<file path="config.mk">
export PLATFORM = sky130hd
export DESIGN_NAME = serial_add_seq_flat
export DESIGN_NICKNAME = d
export VERILOG_FILES = /design/src/rtl/serial_add_if.sv /design/src/rtl/serial_add_seq.sv /design/src/flat_wrapper.sv
export SDC_FILE = /design/constraint.sdc
export NUM_CORES = 1
export LEC_CHECK = 0
export CAP_MARGIN = 0
export CORE_AREA = 2 2 108 79
export DETAILED_ROUTE_END_ITERATION = 7
export DIE_AREA = 0 0 110 81
export MAX_ROUTING_LAYER = met4
export PLACE_DENSITY = 0.47
export SYNTH_ARGS = -nofsm -noshare
export SYNTH_HDL_FRONTEND = slang
export SYNTH_SLANG_ARGS = --single-unit
</file>
<file path="constraint.sdc">
create_clock -name clk -period 2.24 [get_ports clk]
set_clock_uncertainty 0.15 [all_clocks]
set_input_delay 0.224 -clock clk [delete_from_list [all_inputs] [get_ports clk]]
set_output_delay 0.224 -clock clk [all_outputs]
set_load 0.02 [all_outputs]
</file>
<file path="src/rtl/serial_add_if.sv">
// Request/result bundle between a requester and the bit-serial adder sequencer.
// The master drives operands and the handshake; the slave returns status and results.
interface serial_add_if #(
    parameter int WIDTH = 8
);
    logic             start_valid;
    logic             start_ready;
    logic [WIDTH-1:0] a_in;
    logic [WIDTH-1:0] b_in;
    logic             cin;
    logic             abort;
    logic             busy;
    logic             done;
    logic [WIDTH-1:0] sum_out;
    logic             cout;

    modport master (
        output start_valid, a_in, b_in, cin, abort,
        input  start_ready, busy, done, sum_out, cout
    );

    modport slave (
        input  start_valid, a_in, b_in, cin, abort,
        output start_ready, busy, done, sum_out, cout
    );
endinterface

</file>
<file path="src/rtl/serial_add_seq.sv">
// Bit-serial adder sequencer: one full-add step (two half-adder cells, an OR and
// a carry flop) per clock, LSB first. An operation takes WIDTH RUN cycles plus
// one DONE cycle, so a new request can be accepted every WIDTH+2 cycles.
module serial_add_seq #(
    parameter int WIDTH = 8
) (
    input  logic        clk,
    input  logic        rst,
    serial_add_if.slave bus
);
    // Counter only has to reach WIDTH-1; it is not incremented on the last step,
    // so it never wraps even when WIDTH is a power of two.
    localparam int CW = (WIDTH > 1) ? $clog2(WIDTH) : 1;
    localparam logic [CW-1:0] LAST = CW'(WIDTH - 1);

    typedef enum logic [1:0] {
        IDLE = 2'd0,
        RUN  = 2'd1,
        DONE = 2'd2
    } state_t;

    state_t           state;
    logic [WIDTH-1:0] a_sr;
    logic [WIDTH-1:0] b_sr;
    logic [WIDTH-1:0] s_sr;
    logic             carry;
    logic [CW-1:0]    cnt;

    logic             p;
    logic             g1;
    logic             s;
    logic             g2;
    logic             carry_nx;
    logic [WIDTH-1:0] s_nx;
    logic             accept;

    // abort outranks a request in IDLE, so it masks the accept
    assign accept = bus.start_valid & bus.start_ready & ~bus.abort;

    // The shared 1-bit adder cell: HA1 on the operand bits, HA2 folds in the carry.
    always_comb begin
        p        = a_sr[0] ^ b_sr[0];
        g1       = a_sr[0] & b_sr[0];
        s        = p ^ carry;
        g2       = p & carry;
        carry_nx = g1 | g2;
        s_nx     = {s, s_sr[WIDTH-1:1]};
    end

    // Sequencer FSM with all handshake/result outputs registered.
    always_ff @(posedge clk or posedge rst) begin
        if (rst) begin
            state           <= IDLE;
            a_sr            <= '0;
            b_sr            <= '0;
            s_sr            <= '0;
            carry           <= 1'b0;
            cnt             <= '0;
            bus.start_ready <= 1'b1;
            bus.busy        <= 1'b0;
            bus.done        <= 1'b0;
            bus.sum_out     <= '0;
            bus.cout        <= 1'b0;
        end else begin
            bus.done <= 1'b0;
            case (state)
                IDLE: begin
                    if (accept) begin
                        a_sr            <= bus.a_in;
                        b_sr            <= bus.b_in;
                        s_sr            <= '0;
                        carry           <= bus.cin;
                        cnt             <= '0;
                        state           <= RUN;
                        bus.start_ready <= 1'b0;
                        bus.busy        <= 1'b1;
                    end
                end
                RUN: begin
                    if (bus.abort) begin
                        // results stay at the previous operation; shift regs left stale
                        state           <= IDLE;
                        bus.start_ready <= 1'b1;
                        bus.busy        <= 1'b0;
                    end else begin
                        a_sr  <= a_sr >> 1;
                        b_sr  <= b_sr >> 1;
                        s_sr  <= s_nx;
                        carry <= carry_nx;
                        if (cnt == LAST) begin
                            state       <= DONE;
                            bus.sum_out <= s_nx;
                            bus.cout    <= carry_nx;
                            bus.done    <= 1'b1;
                        end else begin
                            cnt <= cnt + 1'b1;
                        end
                    end
                end
                DONE: begin
                    // always exits after one cycle; abort here changes nothing
                    state           <= IDLE;
                    bus.start_ready <= 1'b1;
                    bus.busy        <= 1'b0;
                end
                default: begin
                    state           <= IDLE;
                    bus.start_ready <= 1'b1;
                    bus.busy        <= 1'b0;
                end
            endcase
        end
    end
endmodule
</file>
<file path="src/flat_wrapper.sv">
// flat-port wrapper written by rule: the top's interface ports become plain ports
module serial_add_seq_flat 
#(
    parameter int WIDTH = 8
)
  (clk, rst, bus_start_valid, bus_a_in, bus_b_in, bus_cin, bus_abort, bus_start_ready, bus_busy, bus_done, bus_sum_out, bus_cout);
  serial_add_if #(.WIDTH(WIDTH)) bus_i ();
  input  logic clk;
  input  logic rst;
  input wire logic [$bits(bus_i.start_valid)-1:0] bus_start_valid;
  input wire logic [$bits(bus_i.a_in)-1:0] bus_a_in;
  input wire logic [$bits(bus_i.b_in)-1:0] bus_b_in;
  input wire logic [$bits(bus_i.cin)-1:0] bus_cin;
  input wire logic [$bits(bus_i.abort)-1:0] bus_abort;
  output wire logic [$bits(bus_i.start_ready)-1:0] bus_start_ready;
  output wire logic [$bits(bus_i.busy)-1:0] bus_busy;
  output wire logic [$bits(bus_i.done)-1:0] bus_done;
  output wire logic [$bits(bus_i.sum_out)-1:0] bus_sum_out;
  output wire logic [$bits(bus_i.cout)-1:0] bus_cout;
  assign bus_i.start_valid = bus_start_valid;
  assign bus_i.a_in = bus_a_in;
  assign bus_i.b_in = bus_b_in;
  assign bus_i.cin = bus_cin;
  assign bus_i.abort = bus_abort;
  assign bus_start_ready = bus_i.start_ready;
  assign bus_busy = bus_i.busy;
  assign bus_done = bus_i.done;
  assign bus_sum_out = bus_i.sum_out;
  assign bus_cout = bus_i.cout;
  serial_add_seq #(.WIDTH(WIDTH)) u_core (.clk(clk), .rst(rst), .bus(bus_i));
endmodule
</file>
### Word-level counts from Yosys, hierarchy flattened

Cells that the tools add are included.

* register bits after elaboration: 42
* output and inout bits: 12
* logic and storage cells: 63

* add/sub/neg operators: 1
* equal/unequal tests: 7
* muxes and demuxes: 29
* bitwise gates (word level): 8
* reductions and logical operators: 7

Operator list (count)
* 8-bit 2-to-1 mux: 6
* 8-bit case mux with 2 select lines: 3
* 1-bit 2-to-1 mux: 9
* 3-bit 2-to-1 mux: 3
* 2-bit 2-to-1 mux: 3
* 2-bit inequality test (second input constant): 3
* 1-bit case mux with 2 select lines: 3
* 3-bit case mux with 2 select lines: 1
* 3-bit AND reduction: 2
* 1-bit AND: 4
* 2-bit case mux with 2 select lines: 1
* 2-bit AND reduction: 2
* 4-bit AND reduction: 1
* 3-bit by 1-bit adder with 3-bit output (second input constant): 1
* 3-bit equality test (second input constant): 1
* 3-bit by 2-bit inequality test with 1-bit output (second input constant): 1
* 2-bit by 1-bit equality test with 1-bit output (second input constant): 1
* 2-bit zero test: 1
* 2-bit by 1-bit inequality test with 1-bit output (second input constant): 1
* 2-bit nonzero test: 1
* 1-bit bitwise XOR: 2
* 1-bit inverter: 1
* 1-bit bitwise OR: 1

### Depth between registers and ports, before layout

* word-level depth: 5
* gate-level depth with buffers: 6
* gate-level depth less buffers: 5

### Worst setup path before layout

OpenSTA, ideal clock, no wires.

* kind: register to register
* start point: register u_core.state[1]
* end point: register u_core.bus.cout
* setup time: 0.125 ns
* arrival: 1.423 ns
* data required time: 1.965 ns
* path slack: 0.542 ns
* cell stages (with the launch flop): 6
* path through: dfrtp_1 -> buf_6 -> nor3b_4 -> and2_1 -> buf_4 -> mux2_2

* cells in the longest elaborated chain, start to end: 2

RTL lines
* start, declared: RTL line serial_add_seq.sv:22 `state_t state;`
* start signal, assigned: RTL line serial_add_seq.sv:53 `state <= IDLE;`
* start signal, assigned: RTL line serial_add_seq.sv:74 `state <= RUN;`
* start signal, assigned: RTL line serial_add_seq.sv:82 `state <= IDLE;`
* 2-bit by 1-bit equality test with 1-bit output: RTL line serial_add_seq.sv:66 `case (state)`
* 3-bit AND reduction (no source line)
* end signal, assigned: RTL line serial_add_seq.sv:93 `bus.cout <= carry_nx;`
* end, declared: RTL line serial_add_if.sv:24 `output start_ready, busy, done, sum_out, cout`

No other way between the ends.
A chain may end at the register's enable or synchronous reset.

### Worst setup path after layout

* start point: register u_core.bus.start_ready
* end point: output port bus_start_ready

RTL lines
* start, declared: RTL line serial_add_if.sv:24
* start signal, assigned: RTL line serial_add_seq.sv:59 `bus.start_ready <= 1'b1;`
* start signal, assigned: RTL line serial_add_seq.sv:75 `bus.start_ready <= 1'b0;`
* start signal, assigned: RTL line serial_add_seq.sv:83 `bus.start_ready <= 1'b1;`
* end, declared: RTL line flat_wrapper.sv:15 `output wire logic [$bits(bus_i.start_ready)-1:0] bus_start_ready;`

No word-level cell between the ends.

==> metrics.md <==
| Metric | Value |
|---|---|
| Maximum VDD drop | `212 uV` |
| Ant diodes | `0` |
| Antenna violations before repair | `0` |
| Die area | `0.00891 sq mm` |
| Fin. Hold Viols | `0` |
| Placed Instances | `263` |
| Post-cts gate resize count | `0` |
| Req. time, crit path | `1.87 ns` |
| Pwr Density | `around 530 mW/mm^2` |
| Slowest CP cell | `clkdlybuf4s50_1` |
| Final net count | `189` |
| Post-CTS Hold Buffers | `0` |
| Post-Route WL | `3480 um` |
| DIE HEIGHT | `81 um` |
| Synth warn | `0` |
| Levels on crit path | `1` |
| Yosys cell types | `31` |
| Pint | `between 1 and 1.5 mW` |
| Placer Congestion | `roughly 0.73` |
| Remaining DRCs | `0` |
| Final non-filler cell total | `271` |
| Worst R2R End | `u_core.bus.sum_out[3]$_DFFE_PP0P_` |
| Switching Share | `20.9%` |
| Synth Net Count | `154` |
| Starting Density | `23.8%` |
| Cell count after synthesis | `between 100 and 150` |
| Commonest non-fill, non-tap cells in the layout | `dfrtp_1 (40), clkdlybuf4s50_1 (32), mux2_2 (25), mux2_4 (10), a22o_1 (9)` |
| Critical path type | `flip-flop to output port` |
| Final min period | `1.82 ns` |
| Critical path launch point type | `flip-flop` |
| Area grow syn2layout | `26.1%` |
| 1st-iter DRT viols | `53` |
| Remaining antenna violation count | `0` |
| Post-CTS Setup Bufs | `0` |
| Root Driver | `clkbuf_8` |
| Number of cells on the worst reg-to-reg path | `4` |
| RSZ-0062 raised after global routing | `false` |
| Port bufs | `32` |
| Max Transition Viols Final | `0` |
| Placed wire-length estimate | `2510 um` |
| Critical path capture point | `bus_start_ready` |
| Delay-heaviest family, CP | `buffers and inverters` |
| Critical Path, Cell by Cell | `clkdlybuf4s50_1` |
| Sequential cell area fraction in the yosys report | `53.9%` |
| Crit path buf inv count | `1` |
| Maxcap violations | `0` |
| Clk slew on worst S/H paths | `about 0.07 ns` |
| Critical Path Sink Type | `output port` |
| Hold Path Class | `primary input to asynchronous set/reset pin` |
| # clock sinks | `41` |
| Setup TNS | `0 ns` |
| Psw | `0.265 mW` |
| Via count | `roughly 1100` |
| Combinational fraction of design power | `under 10%` |
| Slowest stage delay, CP | `0.61 ns` |
| Fmax | `549 MHz` |
| H-Tree Depth | `2` |
| Core ar. | `0.00802 sq mm` |
| Yosys reg bits | `41` |
| Global route total overflow | `0` |
| IO Pins | `33` |
| Least-Margin Pin Slew | `0.523 ns` |
| Worst slew margin relative to its limit | `65.1%` |
| Routed len/inst | `12.8 um` |
| Placement row count | `28` |
| Outcome | `finished clean` |
| Sequential Power Share | `58.3%` |
| Clk Latency, worst-skew pair | `0.28 ns` |
| First-pass GRT wire length | `approximately 5700 um` |
| Mean Syn Cell Area | `between 10 and 15 sq um` |
| CTS Buf Count | `5` |
| CP Max Fanout | `5` |
| Global-route usage over all layers | `8.79%` |
| R2R setup slack | `0.45 ns` |
| CTS tree | `yes` |
| R2R Path Start | `u_core.state[0]$_DFFE_PP0P_` |
| Vias/cell | `4.22` |
| Leading cell type in the layout, fill and taps excluded | `dfrtp_1` |
| Die W | `110 um` |
| First-pass iteration count of the detailed router | `4` |
| Vias in the first global route | `1132` |
| Syn Std Cell Area | `0.00191 sq mm` |
| Fraction of layout cells with a size suffix above 1 | `31.3%` |
| Setup violators final | `0` |
| CP arrival | `1.45 ns` |
| Largest net degree at the start of global routing | `42` |
| Fin crit share | `81.4%` |
| Clk buf depth | `2` |
| Critical path startpoint | `u_core.bus.start_ready$_DFFE_PP1P_` |
| Leakage power total | `1.16 nW` |
| Clock network fraction of total power | `a little over a third` |
-- per-layer routing --
layer / vias up / track usage, % / part of all wire (%) / wire length (um)
met5: - / - / 0 / 0
met4: 0 / 3.42 / 0.89 / 31
met3: 2 / 2.73 / 4.4 / 153
met2: 23 / 13.3 / 48 / 1680
met1: 573 / 11.0 / 46 / 1620
li1: 545 / - / - / -
-- metrics by stage --
stage	power (mW)	instance area [sq um]	hold WS [ns]	utilization [%]	worst slack [ns]
final	1.27	2400	0.220	30.0	0.417
after global routing	1.33	2400	0.295	30.0	0.311
after CTS	1.30	2400	0.239	30.0	0.393
after detailed placement	0.832	2320	0.334	28.9	0.232
after global placement	0.830	2320	0.324	28.9	0.258
after floorplan	0.787	1910	0.236	-	0.542
-- layout make-up --
cell class,instances,area [sq um]
multi-input combinational,79,792
fill,826,5620
inverter,2,7.51
clock buffer,6,72.6
timing repair buffer,36,363
sequential,41,1030
tap,105,131
clock inverter,2,10.0
-- worst min path at each step --
stage                                        end  slack, ns
6_report       u_core.bus.sum_out[6]$_DFFE_PP0P_       0.22
5_1_grt        u_core.bus.sum_out[2]$_DFFE_PP0P_       0.29
4_1_cts               u_core.a_sr[1]$_DFFE_PP0P_       0.24
3_5_place_dp   u_core.bus.sum_out[1]$_DFFE_PP0P_       0.33
3_3_place_gp   u_core.bus.sum_out[1]$_DFFE_PP0P_       0.32
2_1_floorplan         u_core.b_sr[7]$_DFFE_PP0P_       0.24
-- cell usage after synthesis --
library cell,count,area share [%]
a21boi_0,1,0.39
a21oi_1,3,0.79
a22o_1,9,4.1
a22oi_1,1,0.39
a31oi_1,2,0.66
a32o_1,1,0.53
and2_1,3,0.99
and3b_1,1,0.46
buf_12,1,1.1
buf_2,2,0.53
buf_4,2,0.79
buf_6,3,1.8
dfrtp_1,40,53
dfstp_2,1,1.4
fa_1,1,1.1
ha_1,2,1.3
inv_1,2,0.39
mux2_1,4,2.4
mux2_2,25,15
mux2_4,10,7.9
nand2_1,1,0.20
nand2b_4,1,0.72
nand4b_1,1,0.46
nor2_1,3,0.59
nor2b_1,1,0.33
nor3_1,1,0.26
nor3b_4,1,0.99
o21a_1,1,0.39
o21ai_0,3,0.79
o21ai_2,1,0.46
or2_2,2,0.66
-- sequential cells by signal, summed over array words and instances, names as in the netlist --
name,count
u_core.bus.done,1
u_core.bus.start_ready,1
u_core.carry,1
u_core.bus.cout,1
u_core.cnt,3
u_core.bus.busy,1
u_core.bus.sum_out,8
u_core.s_sr,7
u_core.state,2
u_core.a_sr,8
u_core.b_sr,8
-- power groups by stage --
stage | clock network [mW] | logic (mW) | registers [mW]
after floorplan | 0 | 0.0331 | 0.754
after global placement | 0 | 0.0761 | 0.754
after detailed placement | 0 | 0.0778 | 0.754
after CTS | 0.481 | 0.0778 | 0.740
after global routing | 0.512 | 0.0827 | 0.739
final | 0.453 | 0.0752 | 0.740
-- cells by family after synthesis --
group,share of synthesized area [%]
AOI/OAI and AO/OA,8.54
DFF,53.9
muxes,25.0
and+or+nand+nor,5.65
adders and majority gates,2.36
buffers and inverters,4.53
Note: power is estimated with default switching activity, not from simulation.
==> patch (config.mk and constraints unchanged) <==
`WIDTH` is set to 8 in 3 places; all go to 4.
--- a/src/rtl/serial_add_if.sv
+++ b/src/rtl/serial_add_if.sv
@@ -3,3 +3,3 @@
 interface serial_add_if #(
-    parameter int WIDTH = 8
+    parameter int WIDTH = 4
 );
--- a/src/rtl/serial_add_seq.sv
+++ b/src/rtl/serial_add_seq.sv
@@ -4,3 +4,3 @@
 module serial_add_seq #(
-    parameter int WIDTH = 8
+    parameter int WIDTH = 4
 ) (
--- a/src/flat_wrapper.sv
+++ b/src/flat_wrapper.sv
@@ -3,3 +3,3 @@
 #(
-    parameter int WIDTH = 8
+    parameter int WIDTH = 4
 )
Ports: changed (resized bus_a_in, bus_b_in and bus_sum_out); port bits go from 33 to 21. The function was not compared with the original's and may differ.
==> patch against the unedited design <==
Sequential power decreased by 12%; area after synthesis shrank 43%; power up 9.2%; first-iteration DRC count down 43%; sequential cell count fell by 17; worst setup slack better by 20 ps; final area fell by 38%; clock power fell by 15%; routed wire length shrank 36%.
==> patch: results (changes against the unedited design) <==
run status=completed (unchanged); pre-CTS setup slack=198 ps (was 232 ps); nets@finish=117 (was 189); drt first-iter violations=30 (was 53); synth top area cells=dfrtp_1, mux2_2, a32o_1 (was dfrtp_1, mux2_2, mux2_4); H-Tree Depth=1 (was 2); Vias/cell=3.30 (was 4.22); multiplexer share of the synthesized area=20.7% (was 25.0%); placed cell count=202 (was 263); peak supply drop=0.000271 V (was 0.000212 V); Top Registers=u_core.a_sr (4), u_core.b_sr (4), u_core.bus.sum_out (4) (was u_core.a_sr (8), u_core.b_sr (8), u_core.bus.sum_out (8)); leakage=0.604 nW (was 1.16 nW); pin count of the biggest net entering global routing=25 (was 42); Seq/Total Area, Yosys=55.7% (was 53.9%); clock transition at the registers of the reported paths=90 ps (was 70 ps); Fill cells=865 (was 826); Mean Syn Cell Area=14.0 sq um (was 14.7 sq um); dpl cell area=0.00141 sq mm (was 0.00232 sq mm); Synthesized Nets=92 (was 154); GRT Overall Usage=5.71% (was 8.79%); Slew headroom=69.6% (was 65.1%); crit path DAT=1430 ps (was 1450 ps); post-synthesis compound-gate area fraction=8.00% (was 8.54%); share of cells above drive strength 1=28.7% (was 31.3%); number of port buffers=20 (was 32); Post-synth top cells=dfrtp_1, mux2_2, nand2b_1 (was dfrtp_1, mux2_2, mux2_4); total vias in the final route=679 (was 1143); Distinct cells, synth=27 (was 31); Final GP Congestion=0.707 (was 0.732); DP HPWL=1650 microns (was 2510 microns); vias in the first global route=704 (was 1132); Psw=0.372 mW (was 0.265 mW); first-pass GRT wire length=3700 microns (was 5710 microns)
[patch: changes by cell type in the layout (fill, tap and decap cells not counted), sizes merged, moves of 3 or more]
cell	unedited run	this run
clkbuf	6	3
nand2b	1	4
a22o	9	2
dfrtp	40	23
and2	3	0
o21ai	4	1
clkdlybuf4s50	32	20
mux2	39	19
[patch: power groups by stage]
stage	Clock, mW	Sequential, mW	Combinational [mW]
after floorplan	0	0.655	0.233
after global placement	0	0.661	0.361
after detailed placement	0	0.660	0.357
after CTS	0.399	0.653	0.356
after global routing	0.414	0.673	0.393
final	0.386	0.651	0.347
[patch: per-layer routing]
metal  up-vias  share of wire (%)  track usage (%)
li1        325                  -                -
met1       340                 49             7.38
met2        12                 46             8.65
met3         2                3.2             1.28
met4         0                1.5             2.28
met5         -                  0                -
[patch: layout make-up]
type | instances | area (sq um) | area share [%]
Clock inverter | 1 | 30.0 | 2.03
Multi-Input combinational cell | 47 | 443 | 29.9
Inverter | 3 | 11.3 | 0.760
Clock buffer | 3 | 41.3 | 2.79
Sequential cell | 24 | 602 | 40.6
Tap cell | 105 | 131 | 8.87
Timing Repair Buffer | 23 | 223 | 15.0
[patch: path summary, 6_finish.rpt]
check	startpoint	end	slack, ps
max in group asynchronous	rst	u_core.bus.start_ready$_DFFE_PP1P_	1490
setup / recovery	u_core.bus.start_ready$_DFFE_PP1P_	bus_start_ready	440
setup reg to reg	u_core.state[0]$_DFFE_PP0P_	u_core.a_sr[0]$_DFFE_PP0P_	460
hold reg to reg	u_core.cnt[0]$_DFFE_PP0P_	u_core.cnt[0]$_DFFE_PP0P_	340
min in group clk	u_core.cnt[0]$_DFFE_PP0P_	u_core.cnt[0]$_DFFE_PP0P_	340
hold / removal	rst	u_core.bus.done$_DFF_PP0_	150
